$ cat config.mk
export PLATFORM = sky130hd
export DESIGN_NAME = tick_scheduler_flat
export DESIGN_NICKNAME = d
export VERILOG_FILES = /design/src/rtl/tick_scheduler_pkg.sv /design/src/rtl/tick_scheduler_if.sv /design/src/rtl/tick_scheduler_period_ctr.sv /design/src/rtl/tick_scheduler.sv /design/src/flat_wrapper.sv
export SDC_FILE = /design/constraint.sdc
export NUM_CORES = 1
export LEC_CHECK = 0
export ABC_CLOCK_PERIOD_IN_PS = 2400
export BUFFER_PORTS_ARGS = -buffer_cell sky130_fd_sc_hd__buf_4
export CORE_MARGIN = 5
export CORE_UTILIZATION = 39
export CTS_CLUSTER_SIZE = 16
export DETAILED_ROUTE_END_ITERATION = 10
export GPL_ROUTABILITY_DRIVEN = 0
export PLACE_DENSITY = 0.59
export SYNTH_ARGS = -nofsm -noshare
export SYNTH_HDL_FRONTEND = slang
export SYNTH_SLANG_ARGS = --single-unit
$ cat constraint.sdc
create_clock -name clk -period 2.4 [get_ports clk]
set_input_delay 0.48 -clock clk [delete_from_list [all_inputs] [get_ports clk]]
set_output_delay 0.48 -clock clk [all_outputs]
set_load 0.005 [all_outputs]
$ cat src/rtl/tick_scheduler_pkg.sv
// tick_scheduler_pkg: shared state encoding, level limit and level increment helper
package tick_scheduler_pkg;
    typedef enum logic [1:0] {ST_IDLE = 2'd0, ST_RUN = 2'd1, ST_PAUSE = 2'd2} state_t;
    localparam logic [1:0] LEVEL_MAX = 2'd3;
    function automatic logic [1:0] level_inc(input logic [1:0] l);
        return (l == LEVEL_MAX) ? l : l + 2'd1;
    endfunction
endpackage

$ cat src/rtl/tick_scheduler_if.sv
// tick_scheduler_if: command pulses in, tick enables and status out
interface tick_scheduler_if;
    logic       start;
    logic       stop;
    logic       pause;
    logic       rate_load;
    logic [1:0] rate_req;
    logic       speed_up;
    logic       tick;
    logic       blink;
    logic [7:0] tick_cnt;
    logic [1:0] level;
    logic       running;
    modport master (
        output start, stop, pause, rate_load, rate_req, speed_up,
        input  tick, blink, tick_cnt, level, running
    );
    modport slave (
        input  start, stop, pause, rate_load, rate_req, speed_up,
        output tick, blink, tick_cnt, level, running
    );
endinterface

$ cat src/rtl/tick_scheduler_period_ctr.sv
// tick_scheduler_period_ctr: modulo counter 0..last, wrap flags the final count while enabled
module tick_scheduler_period_ctr #(
    parameter int CNT_W = 26
) (
    input  logic             clk,
    input  logic             rst,
    input  logic             clr,
    input  logic             en,
    input  logic [CNT_W-1:0] last,
    output logic             wrap
);
    logic [CNT_W-1:0] count;
    assign wrap = en && (count == last);
    // count only while enabled; clear wins over counting
    always_ff @(posedge clk) begin
        if (rst || clr) count <= '0;
        else if (en) count <= wrap ? '0 : count + 1'b1;
    end
endmodule

$ cat src/rtl/tick_scheduler.sv
// tick_scheduler: start/stop/pause timebase with four rate levels switched at tick boundaries
module tick_scheduler
    import tick_scheduler_pkg::*;
#(
    parameter int DIV_L0 = 50000000,
    parameter int DIV_L1 = 25000000,
    parameter int DIV_L2 = 12500000,
    parameter int DIV_L3 = 6250000,
    parameter int CNT_W  = 26
) (
    input logic           clk,
    input logic           rst,
    tick_scheduler_if.slave bus
);
    localparam logic [CNT_W-1:0] LAST0 = CNT_W'(DIV_L0 - 1);
    localparam logic [CNT_W-1:0] LAST1 = CNT_W'(DIV_L1 - 1);
    localparam logic [CNT_W-1:0] LAST2 = CNT_W'(DIV_L2 - 1);
    localparam logic [CNT_W-1:0] LAST3 = CNT_W'(DIV_L3 - 1);
    state_t           state, state_nx;
    logic             run_en, clr, wrap, tick;
    logic             req, apply, pend_v;
    logic [1:0]       pend, base, req_lvl, tgt;
    logic [CNT_W-1:0] last;
    // command FSM state register
    always_ff @(posedge clk) begin
        if (rst) state <= ST_IDLE;
        else state <= state_nx;
    end
    // stop beats start beats pause; pause toggles RUN and PAUSE only
    always_comb begin
        state_nx = bus.stop                         ? ST_IDLE  :
                   bus.start                        ? ST_RUN   :
                   (bus.pause && state == ST_RUN)   ? ST_PAUSE :
                   (bus.pause && state == ST_PAUSE) ? ST_RUN   : state;
    end
    // FSM outputs: counter enable/clear and status; no tick while reset is held
    always_comb begin
        run_en      = (state == ST_RUN);
        clr         = bus.stop || bus.start;
        tick        = wrap && !rst;
        bus.running = run_en;
        bus.tick    = tick;
    end
    tick_scheduler_period_ctr #(.CNT_W(CNT_W)) u_ctr (
        .clk  (clk),
        .rst  (rst),
        .clr  (clr),
        .en   (run_en),
        .last (last),
        .wrap (wrap)
    );
    // rate request decode; changes take effect in IDLE, at a tick, or on stop
    always_comb begin
        base    = pend_v ? pend : bus.level;
        req     = bus.rate_load || bus.speed_up;
        req_lvl = bus.rate_load ? bus.rate_req : level_inc(base);
        tgt     = req ? req_lvl : base;
        apply   = (state == ST_IDLE) || tick || bus.stop;
        last    = (bus.level == 2'd0) ? LAST0 :
                  (bus.level == 2'd1) ? LAST1 :
                  (bus.level == 2'd2) ? LAST2 : LAST3;
    end
    // level in effect and the latest request waiting for a boundary
    always_ff @(posedge clk) begin
        if (rst) begin
            bus.level <= 2'd0;
            pend      <= 2'd0;
            pend_v    <= 1'b0;
        end else if (apply) begin
            bus.level <= tgt;
            pend_v    <= 1'b0;
        end else if (req) begin
            pend      <= req_lvl;
            pend_v    <= 1'b1;
        end
    end
    // blink and tick counter: cleared by a start that is not overridden by stop
    always_ff @(posedge clk) begin
        if (rst || (bus.start && !bus.stop)) begin
            bus.blink    <= 1'b0;
            bus.tick_cnt <= 8'd0;
        end else if (tick) begin
            bus.blink    <= ~bus.blink;
            bus.tick_cnt <= bus.tick_cnt + 8'd1;
        end
    end
endmodule

$ cat src/flat_wrapper.sv
// flat-port wrapper written by rule: the top's interface ports become plain ports
module tick_scheduler_flat import tick_scheduler_pkg::*;
#(
    parameter int DIV_L0 = 50000000,
    parameter int DIV_L1 = 25000000,
    parameter int DIV_L2 = 12500000,
    parameter int DIV_L3 = 6250000,
    parameter int CNT_W  = 26
)
  (clk, rst, bus_start, bus_stop, bus_pause, bus_rate_load, bus_rate_req, bus_speed_up, bus_tick, bus_blink, bus_tick_cnt, bus_level, bus_running);
  tick_scheduler_if bus_i ();
  input logic clk;
  input logic rst;
  input wire logic [$bits(bus_i.start)-1:0] bus_start;
  input wire logic [$bits(bus_i.stop)-1:0] bus_stop;
  input wire logic [$bits(bus_i.pause)-1:0] bus_pause;
  input wire logic [$bits(bus_i.rate_load)-1:0] bus_rate_load;
  input wire logic [$bits(bus_i.rate_req)-1:0] bus_rate_req;
  input wire logic [$bits(bus_i.speed_up)-1:0] bus_speed_up;
  output wire logic [$bits(bus_i.tick)-1:0] bus_tick;
  output wire logic [$bits(bus_i.blink)-1:0] bus_blink;
  output wire logic [$bits(bus_i.tick_cnt)-1:0] bus_tick_cnt;
  output wire logic [$bits(bus_i.level)-1:0] bus_level;
  output wire logic [$bits(bus_i.running)-1:0] bus_running;
  assign bus_i.start = bus_start;
  assign bus_i.stop = bus_stop;
  assign bus_i.pause = bus_pause;
  assign bus_i.rate_load = bus_rate_load;
  assign bus_i.rate_req = bus_rate_req;
  assign bus_i.speed_up = bus_speed_up;
  assign bus_tick = bus_i.tick;
  assign bus_blink = bus_i.blink;
  assign bus_tick_cnt = bus_i.tick_cnt;
  assign bus_level = bus_i.level;
  assign bus_running = bus_i.running;
  tick_scheduler #(.DIV_L0(DIV_L0), .DIV_L1(DIV_L1), .DIV_L2(DIV_L2), .DIV_L3(DIV_L3), .CNT_W(CNT_W)) u_core (.clk(clk), .rst(rst), .bus(bus_i));
endmodule
==> qor.yml, run 1 <==
outcome:
  status: "completed"
die:
  dieArea_mm2: 0.00722
  core_mm2: 0.00547
  num_rows: 27
  num_io_pins: 22
  start_util_pct: 40.1
  die_height_um: 85.0
  die_w_um: 85.0
finish:
  areaGrowthSynthToFinish_pct: 24.3
  n_fill_cell: 550
  fin_cells: 381
  final_util_pct: 49.8
  fin_nets: 320
  diodes: 0
  multi_input_area_mm2: 0.00133
  register_area_um2: 853
  drive_gt1_share_pct: 22.0
placement:
  dp_hpwl_um: 3580
  placed_cells: 364
  io_buffers: 21
global_routing:
  grt_pass1_vias: 1969
  grt_pass1_wl_um: 9030
  met3_usage_pct: 4.27
  antenna_found_initial: 0
  grt_overflow: 0
  track_usage_pct: 15.2
  grtUsageMet2_pct: 24.2
  busiest_layer: "met2"
  grt_max_degree: 25
  grt_use_met1_pct: 20.2
power:
  p_seq_share_pct: 56.8
  p_int_mw: 0.957
  p_comb_share_pct: 9.0
  switchingPower_mw: 0.289
  clockPowerShare_pct: 34.3
  p_sw_share_pct: 23.2
  cellLeakagePower_nw: 0.958
  powerDensity_mw_per_mm2: 457
  peakVddDrop_v: 0.000252
  p_total_mw: 1.25
synth:
  synth_cell_types: 42
  yosysWarnings: 0
  synth_area_mm2: 0.00219
  synthCells: 270
  synth.top_cell.area_share_pct: 38.3
  syn_nets: 281
  synthFlopType: "dfxtp_1"
  synth_top_area_cell: "dfxtp_1"
  synth-edff-count: 0
  synth_top_cells_by_count: "dfxtp_1, nor2_1, nand3_1"
  synthTopCellsByArea: "dfxtp_1, xor2_1, nor2_1, nand3_1, nand2b_1"
  async_flop_share_pct: 0
  synth-seq-cells: 42
  synth_most_common_cell: "dfxtp_1"
  yosysSeqAreaShare_pct: 38.3
  synth.avg_cell_area_um2: 8.12
clocking:
  cts_buffers: 5
  root_buffer: "clkbuf_8"
  htree_num_levels: 2
  clk_latency_ns: 0.29
  clk_pin_slew_worst_paths_ns: 0.07
  clock-sinks: 42
  cts_tree: "built"
  cts_buffer_depth: 2
timing:
  setup_viol_count_final: 0
  relSlewSlack_pct: 65.0
  hold_viol: 0
  fin_crit_sh_pct: 95.2
  tightest_slew_ns: 0.522
  drv_slew: 0
  fin_worst_skew_ns: 0.00665
  period_minus_slack_ns: 2.29
  tns_ns: 0
  rsz0062_at_grt: "yes"
  worst_hold_slack_ns: 0.388
  fmaxAchievable_mhz: 437
route:
  drtIter0Drc: 126
  drc: 0
  viasPerCell: 5.16
  first_pass_iters: 4
  vias: 1966
  wl_per_cell_um: 13.5
  ant_nets: 0
  wirelength_um: 5150
worst_setup_path:
  critPathTopFamily: "simple AND/OR/NAND/NOR gates"
  arrival_ns: 1.81
  start_kind: "flip-flop"
  worstSetupEndpointType: "output pin"
  crit_chain: "a21oi_1 -> or4_4 -> nor3_4 -> nand3_4 -> nor3_2 -> buf_4"
  slowest_delay_ns: 0.49
  crit_required_ns: 1.92
  critPathKind: "flip-flop to output pin"
  critPathMaxFanout: 6
  crit_buf_inv: 1
  crit_slowest_cell: "or4_4"
worst_hold_path:
  hold_class: "input pin to flip-flop"
flow_run:
  maxCapViolCount: 0
cells by family (layout without fill, tap and decap cells):
family,Yosys count,after routing,synth area share [%]
and+or+nand+nor,132,132,30.8
AOI/OAI and AO/OA,45,45,13.5
DFF,42,42,38.3
xor gates and xnor gates,24,24,9.58
buffers and inverters,19,58,3.88
muxes,6,6,2.74
adders and majority gates,2,2,1.14
state kept, by name, summed over array words and instances (netlist names):
register and count:
u_core.pend 2, u_core.bus.tick_cnt 8, u_core.pend_v 1, u_core.bus.level 2
u_core.state 2, u_core.u_ctr.count 26, u_core.bus.blink 1
placed cells by master, fill, tap and decap left out, types with 5 or more instances in the layout:
| master | n |
|---|---|
| nand2_1 | 16 |
| o21ai_0 | 11 |
| o31ai_1 | 6 |
| xor2_1 | 21 |
| nand2b_1 | 10 |
| nand3_1 | 22 |
| inv_1 | 8 |
| mux2i_1 | 6 |
| buf_4 | 37 |
| dfxtp_1 | 36 |
| or4_1 | 6 |
| nand4_1 | 9 |
| clkbuf_8 | 5 |
| nor2b_1 | 5 |
| nor2_1 | 39 |
| a21oi_1 | 12 |
| nor3_1 | 6 |
power groups by stage:
stage | clock network [mW] | logic, mW | registers (mW)
3_3_place_gp | 0 | 0.0900 | 0.723
2_1_floorplan | 0 | 0.0485 | 0.724
5_1_grt | 0.482 | 0.123 | 0.709
3_5_place_dp | 0 | 0.0897 | 0.723
4_1_cts | 0.444 | 0.100 | 0.708
6_report | 0.427 | 0.112 | 0.708
worst paths after layout:
path / start / end / slack (ns) / depth (start not counted)
max: u_core.bus.level[0]$_SDFFE_PP0P_ / bus_tick / 0.11 / 6
min reg2reg: u_core.pend[1]$_SDFFE_PP0P_ / u_core.pend[1]$_SDFFE_PP0P_ / 0.48 / 2
max reg2reg: u_core.bus.level[0]$_SDFFE_PP0P_ / u_core.bus.level[1]$_SDFFE_PP0P_ / 0.23 / 9
min: bus_stop / u_core.state[0]$_SDFFE_PP0P_ / 0.39 / 2
layer usage:
| layer | up-vias | wire length, µm |
|---|---|---|
| li1 | 1031 | - |
| met1 | 895 | 2510 |
| met2 | 36 | 2410 |
| met3 | 4 | 171 |
| met4 | 0 | 59 |
| met5 | - | 0 |
worst register-to-register path, stage by stage, from the launching register on:
cell     delay, ns
dfxtp_4       0.39
a21oi_1       0.07
or4_4         0.49
nor3_4        0.22
nand3_4       0.11
buf_4         0.20
buf_4         0.16
o21ai_0       0.14
buf_4         0.15
mux2i_1       0.16
through the flow:
stage	setup slack [ns]	area [µm²]
after detailed placement	0.153	2480
final	0.114	2730
after floorplan	0.191	2190
after global routing	-0.0184	2730
after global placement	0.186	2480
after CTS	0.00631	2660
final cells by class:
cell class	instances	area share, %
multi-input combinational	209	48.8
inverter	9	1.33
timing repair buffer	42	12.5
clock buffer	7	2.80
sequential	42	31.3
tap	72	3.30
timing repair:
item                       4_1_cts  5_1_grt
hold buffers                     0        0
gates resized for setup          9       16
cloned                           1        0
buffers inserted                 7        2
setup endpoints to repair        1        1
pin swaps                        2        4
No activity file was read; power rests on OpenSTA's default activity.
==> run 2, diff against run 1 <==
--- a/config.mk
+++ b/config.mk
@@ -12,7 +12,8 @@
 export CTS_CLUSTER_SIZE = 16
 export DETAILED_ROUTE_END_ITERATION = 10
 export GPL_ROUTABILITY_DRIVEN = 0
-export PLACE_DENSITY = 0.59
+export PLACE_DENSITY = 0.58
 export SYNTH_ARGS = -nofsm -noshare
 export SYNTH_HDL_FRONTEND = slang
+export SYNTH_HIERARCHICAL = 1
 export SYNTH_SLANG_ARGS = --single-unit
==> qor.yml, run 2 <==
outcome:
  status: "finished, violations left"
  violations: "negative setup slack"
worst_setup_path:
  critPathKind: "flip-flop to output pin"
  crit_slowest_cell: "or4_4"
  start_kind: "flip-flop"
  critPathMaxFanout: 5
  crit_chain: "buf_6 -> nand2_4 -> inv_4 -> xnor2_2 -> nand4_1 -> or4_4 -> nor2_4 -> nor2b_4 -> buf_6"
  worstSetupEndpointType: "output pin"
  slowest_delay_ns: 0.54
  crit_buf_inv: 3
  critPathTopFamily: "simple AND/OR/NAND/NOR gates"
  crit_required_ns: 1.92
  arrival_ns: 2.05
  crit_top_cell: "buf_6"
placement:
  dp_hpwl_um: 3550
  place_area_mm2: 0.00265
  io_buffers: 21
  placed_cells: 375
  dp_slack_ns: 0.0359
die:
  dieArea_mm2: 0.00755
  num_rows: 28
  die_height_um: 86.9
  core_mm2: 0.00582
  num_io_pins: 22
  start_util_pct: 39.6
  die_w_um: 86.9
global_routing:
  busiest_layer: "met2"
  grt_overflow: 0
  grtUsageMet2_pct: 23.0
  met3_usage_pct: 3.60
  track_usage_pct: 13.9
  grt_pass1_vias: 1852
  antenna_found_initial: 0
  grt_max_degree: 25
  grt_use_met1_pct: 18.6
  grt_pass1_wl_um: 8500
synth:
  synthCells: 266
  synth_cell_types: 43
  synth_most_common_cell: "nor2_1"
  yosysSeqAreaShare_pct: 36.5
  synthFlopType: "dfxtp_1"
  async_flop_share_pct: 0
  synth.avg_cell_area_um2: 8.66
  synth.top_cell.area_share_pct: 36.5
  synth_area_mm2: 0.00230
  synth_top_cells_by_count: "nor2_1, dfxtp_1, xor2_1"
  synth-edff-count: 0
  yosysWarnings: 6
  synthTopCellsByArea: "dfxtp_1, xor2_1, xnor2_1, nor2_1, nand4_1"
  synth-seq-cells: 42
  synth_top_area_cell: "dfxtp_1"
finish:
  n_fill_cell: 567
  fin_nets: 321
  multi_input_area_mm2: 0.00141
  top_register: "u_core/u_ctr/count"
  largest_reg_flops: 26
  top_regs: "u_core/u_ctr/count x26, u_core/bus.tick_cnt x8"
  fin_cells: 386
  final_cell_mix: "nor2_1, dfxtp_1, buf_4"
  final_area_mm2: 0.00282
  drive_gt1_share_pct: 23.2
  areaGrowthSynthToFinish_pct: 22.2
  layout_commonest_cell: "nor2_1"
  diodes: 0
  register_area_um2: 848
route:
  viasPerCell: 4.88
  wirelength_um: 4850
  drc: 0
  drtIter0Drc: 79
  wl_per_cell_um: 12.6
  ant_nets: 0
  first_pass_iters: 4
  vias: 1883
clocking:
  cts_buffer_depth: 2
  root_buffer: "clkbuf_8"
  htree_num_levels: 2
  clock-sinks: 42
  cts_buffers: 5
  clk_pin_slew_worst_paths_ns: 0.09
  clk_latency_ns: 0.29
  cts_tree: "built"
flow_run:
  maxCapViolCount: 0
timing:
  fmaxAchievable_mhz: 395
  fin_crit_sh_pct: 105
  drv_slew: 0
  rsz0062_at_grt: "yes"
  period_minus_slack_ns: 2.53
  tns_ns: -0.131
  hold_viol: 0
  setup_viol_count_final: 1
  fin_worst_skew_ns: 0.00991
  setup_ws_ns: -0.131
power:
  powerDensity_mw_per_mm2: 479
  cellLeakagePower_nw: 1.06
  peakVddDrop_v: 0.000242
  p_total_mw: 1.35
worst_hold_path:
  hold_class: "input pin to flip-flop"
## run 2: changes by cell type after synthesis, moves of 5 or more
cell	before	now
a21oi_1	12	0
or4_1	7	0
nand4_1	9	21
inv_2	0	5
o31ai_1	6	0
inv_1	9	4
o21ai_0	11	3
nand3_1	22	9
nand2b_1	11	2
xor2_1	21	37
xnor2_1	3	21
## run 2: logic make-up after synthesis
| logic type | count (synthesis) | synth area share, % |
|---|---|---|
| flip-flops | 42 | 36.5 |
| buffers and inverters | 21 | 5.05 |
| adder cells (fa/ha/maj) | 2 | 1.09 |
| AO/OA/AOI/OAI | 17 | 6.62 |
| multiplexers | 3 | 1.30 |
| AND/OR/NAND/NOR | 121 | 27.1 |
| XOR/XNOR | 58 | 22.0 |
| other | 2 | 0.326 |
## run 2: metrics by stage
stage | hold WS (ns) | utilization (%)
global placement | 0.504 | 45.5
CTS | 0.370 | 48.3
detailed placement | 0.511 | 45.5
floorplan | 0.497 | -
global route | 0.371 | 48.4
finish | 0.376 | 48.4
## run 2: layout make-up
type	instances	share of cell area, %
sequential	42	30.1
clock buffer	6	2.93
inverter	10	1.60
tap	75	3.33
clock inverter	2	0.444
timing repair buffer	41	11.6
multi-input combinational	210	49.9
## run 2: where the power goes
group	total [mW]	internal, mW	switching, mW	leakage [nW]
clock network	0.484	0.232	0.252	0.0472
registers	0.711	0.702	0.00899	0.340
logic	0.155	0.0753	0.0796	0.675
total	1.35	1.01	0.341	1.06
## run 2: worst reg2reg max path, delay by kind of cell, from the launching register on
kind                      cells  cell delay [ns]
buffers and inverters         3             0.30
DFF                           1             0.38
and+or+nand+nor               7             1.14
xor gates and xnor gates      2             0.27
## run 2: final timing paths
check                           slack [ns]                              from                             endpoint  depth (start not counted)
worst min register to register        0.53     u_core/bus.blink$_SDFFE_PP0P_        u_core/bus.blink$_SDFFE_PP0P_                          2
worst min-delay path                  0.38                         bus_start         u_core/state[1]$_SDFFE_PP0P_                          2
worst max register to register        0.19  u_core/bus.level[0]$_SDFFE_PP0P_  u_core/bus.tick_cnt[5]$_SDFFE_PP0P_                         12
worst max-delay path                 -0.13  u_core/bus.level[0]$_SDFFE_PP0P_                             bus_tick                          9
## run 2: repair_timing
action,in CTS,in global routing
hold buffers,0,0
pin swaps,3,0
setup endpoints to repair,1,1
hold endpoints to repair,0,0
buffers inserted,3,0
gates resized for setup,14,1
## run 2: layer usage
| metal | part of all wire [%] | vias to the layer above |
|---|---|---|
| li1 | - | 973 |
| met1 | 49 | 890 |
| met3 | 2.4 | 2 |
| met2 | 48 | 18 |
| met5 | 0 | - |
| met4 | 0.64 | 0 |
==> run 3, diff against run 2 <==
--- a/config.mk
+++ b/config.mk
@@ -5,6 +5,7 @@
 export SDC_FILE = /design/constraint.sdc
 export NUM_CORES = 1
 export LEC_CHECK = 0
+export ABC_AREA = 1
 export ABC_CLOCK_PERIOD_IN_PS = 2400
 export BUFFER_PORTS_ARGS = -buffer_cell sky130_fd_sc_hd__buf_4
 export CORE_MARGIN = 5
==> qor.yml, run 3 <==
synth:
  synth-edff-count: 0
  synthTopCellsByArea: "dfxtp_1, nand2_1, inv_1, nor2_1, nand3_1"
  synthFlopType: "dfxtp_1"
  synth_top_cells_by_count: "nand2_1, inv_1, nor2_1"
  yosysWarnings: 6
  yosysSeqAreaShare_pct: 29.1
  synth_top_area_cell: "dfxtp_1"
  synth_area_mm2: 0.00289
  synth_most_common_cell: "nand2_1"
  synth.avg_cell_area_um2: 6.08
  synth_cell_types: 37
  synth-seq-cells: 42
  synthCells: 475
  synth.top_cell.area_share_pct: 29.1
  async_flop_share_pct: 0
global_routing:
  grt_max_degree: 23
  grt_pass1_vias: 2709
  grt_overflow: 0
  track_usage_pct: 17.3
  grt_pass1_wl_um: 12600
  antenna_found_initial: 0
route:
  drtIter0Drc: 231
  ant_nets: 0
  wirelength_um: 7460
  wl_per_cell_um: 11.9
  drc: 0
  viasPerCell: 4.62
  first_pass_iters: 4
  vias: 2899
timing:
  period_minus_slack_ns: 2.41
  fin_crit_sh_pct: 100
  drv_slew: 0
  fin_worst_skew_ns: 0.0123
  setup_ws_ns: -0.00629
  setup_viol_count_final: 1
  rsz0062_at_grt: "yes"
  worst_hold_slack_ns: 0.346
  hold_viol: 0
  fmaxAchievable_mhz: 416
clocking:
  clk_pin_slew_worst_paths_ns: 0.10
  hold_buffers: 0
  root_buffer: "clkbuf_8"
  htree_num_levels: 2
  cts_buffers: 5
  clk_latency_ns: 0.31
  cts_buffer_depth: 2
  clock-sinks: 42
  cts_tree: "built"
die:
  num_io_pins: 22
  core_mm2: 0.00721
  start_util_pct: 40.0
  die_w_um: 96.1
  die_height_um: 96.1
  num_rows: 31
  dieArea_mm2: 0.00923
power:
  cellLeakagePower_nw: 1.57
  p_int_mw: 1.02
  p_comb_share_pct: 14.2
  powerDensity_mw_per_mm2: 412
  peakVddDrop_v: 0.000211
  p_seq_share_pct: 49.7
  p_sw_share_pct: 28.8
  switchingPower_mw: 0.412
  clockPowerShare_pct: 36.1
worst_setup_path:
  critPathKind: "flip-flop to output pin"
  arrival_ns: 1.93
  slowest_delay_ns: 0.41
  crit_required_ns: 1.92
  start_kind: "flip-flop"
  crit_chain: "clkinvlp_4 -> nand2_1 -> nand2_1 -> nor4_1 -> nand3_1 -> nor2_4 -> nand2_4 -> inv_4 -> buf_4"
  crit_top_cell: "nand2_1"
  worstSetupEndpointType: "output pin"
  crit_slowest_cell: "dfxtp_4"
  critPathMaxFanout: 6
finish:
  multi_input_area_mm2: 0.00180
  n_fill_cell: 788
  layout_commonest_cell: "nand2_1"
  largest_reg_flops: 26
  drive_gt1_share_pct: 17.2
  final_area_mm2: 0.00348
  diodes: 0
  areaGrowthSynthToFinish_pct: 20.5
  final_util_pct: 48.2
  register_area_um2: 850
  final_cell_mix: "nand2_1, inv_1, nor2_1"
  top_regs: "u_core/u_ctr/count x26, u_core/bus.tick_cnt x8"
  top_register: "u_core/u_ctr/count"
  fin_nets: 539
outcome:
  violations: "negative setup slack"
  status: "finished, violations left"
placement:
  place_area_mm2: 0.00327
  dp_hpwl_um: 5850
  dp_slack_ns: 0.0680
  io_buffers: 21
flow_run:
  maxCapViolCount: 0
worst_hold_path:
  hold_class: "input pin to flip-flop"
## run 3: worst paths after layout
kind	from	to	slack, ns	cells past startpoint
max	u_core/bus.level[0]$_SDFFE_PP0P_	bus_tick	-0.006	9
min	bus_start	u_core/state[1]$_SDFFE_PP0P_	0.35	2
max reg2reg	u_core/bus.level[0]$_SDFFE_PP0P_	u_core/bus.tick_cnt[4]$_SDFFE_PP0P_	0.25	11
min reg2reg	u_core/state[1]$_SDFFE_PP0P_	u_core/state[0]$_SDFFE_PP0P_	0.50	2
## run 3: power by group through the flow
stage / clock network (mW) / registers [mW] / logic, mW
6_report: 0.517 / 0.712 / 0.203
5_1_grt: 0.569 / 0.713 / 0.230
4_1_cts: 0.531 / 0.710 / 0.190
3_5_place_dp: 0 / 0.724 / 0.183
3_3_place_gp: 0 / 0.724 / 0.182
2_1_floorplan: 0 / 0.725 / 0.121
## run 3: kinds of logic (layout without fill, tap and decap cells)
| kind of cell | after synthesis | in the layout | synth area share [%] |
|---|---|---|---|
| other cells | 2 | 16 | 0.260 |
| compound gates | 35 | 35 | 6.80 |
| buf+inv | 89 | 129 | 12.1 |
| simple gates | 281 | 281 | 43.5 |
| fa+ha+maj | 2 | 2 | 0.866 |
| mux | 1 | 1 | 0.347 |
| xor+xnor | 23 | 23 | 6.98 |
| flops | 42 | 42 | 29.1 |
## run 3: what timing repair did
action	CTS	global route
gates resized for setup	15	12
pin swaps	7	9
setup endpoints to repair	1	2
cloned	0	0
buffers inserted	3	2
## run 3: through the flow
step | cells | setup TNS [ns] | power [mW]
CTS | 626 | 0 | 1.43
finish | 628 | -0.00629 | 1.43
detailed placement | 615 | 0 | 0.907
global placement | 615 | 0 | 0.906
floorplan | 489 | 0 | 0.846
global route | 628 | -0.116 | 1.51
## run 3: cell type report
cell class	count	area share [%]
Timing Repair Buffer	37	7.99
Inverter	84	9.32
Sequential cell	42	24.4
Multi-Input combinational cell	358	51.9
Clock buffer	6	2.37
Clock inverter	2	0.468
Tap cell	99	3.56
## run 3: critical path, delay by kind of cell (launching register included)
kind,cells,cell delay (ns)
buf+inv,3,0.33
simple gates,6,0.87
flops,1,0.41
## run 3: routing by layer
metal / wire (µm) / vias to the layer above / track usage (%)
li1: - / 1547 / -
met1: 3600 / 1276 / 22.9
met2: 3380 / 63 / 28.5
met3: 310 / 13 / 3.05
met4: 171 / 0 / 5.45
met5: 0 / - / 0
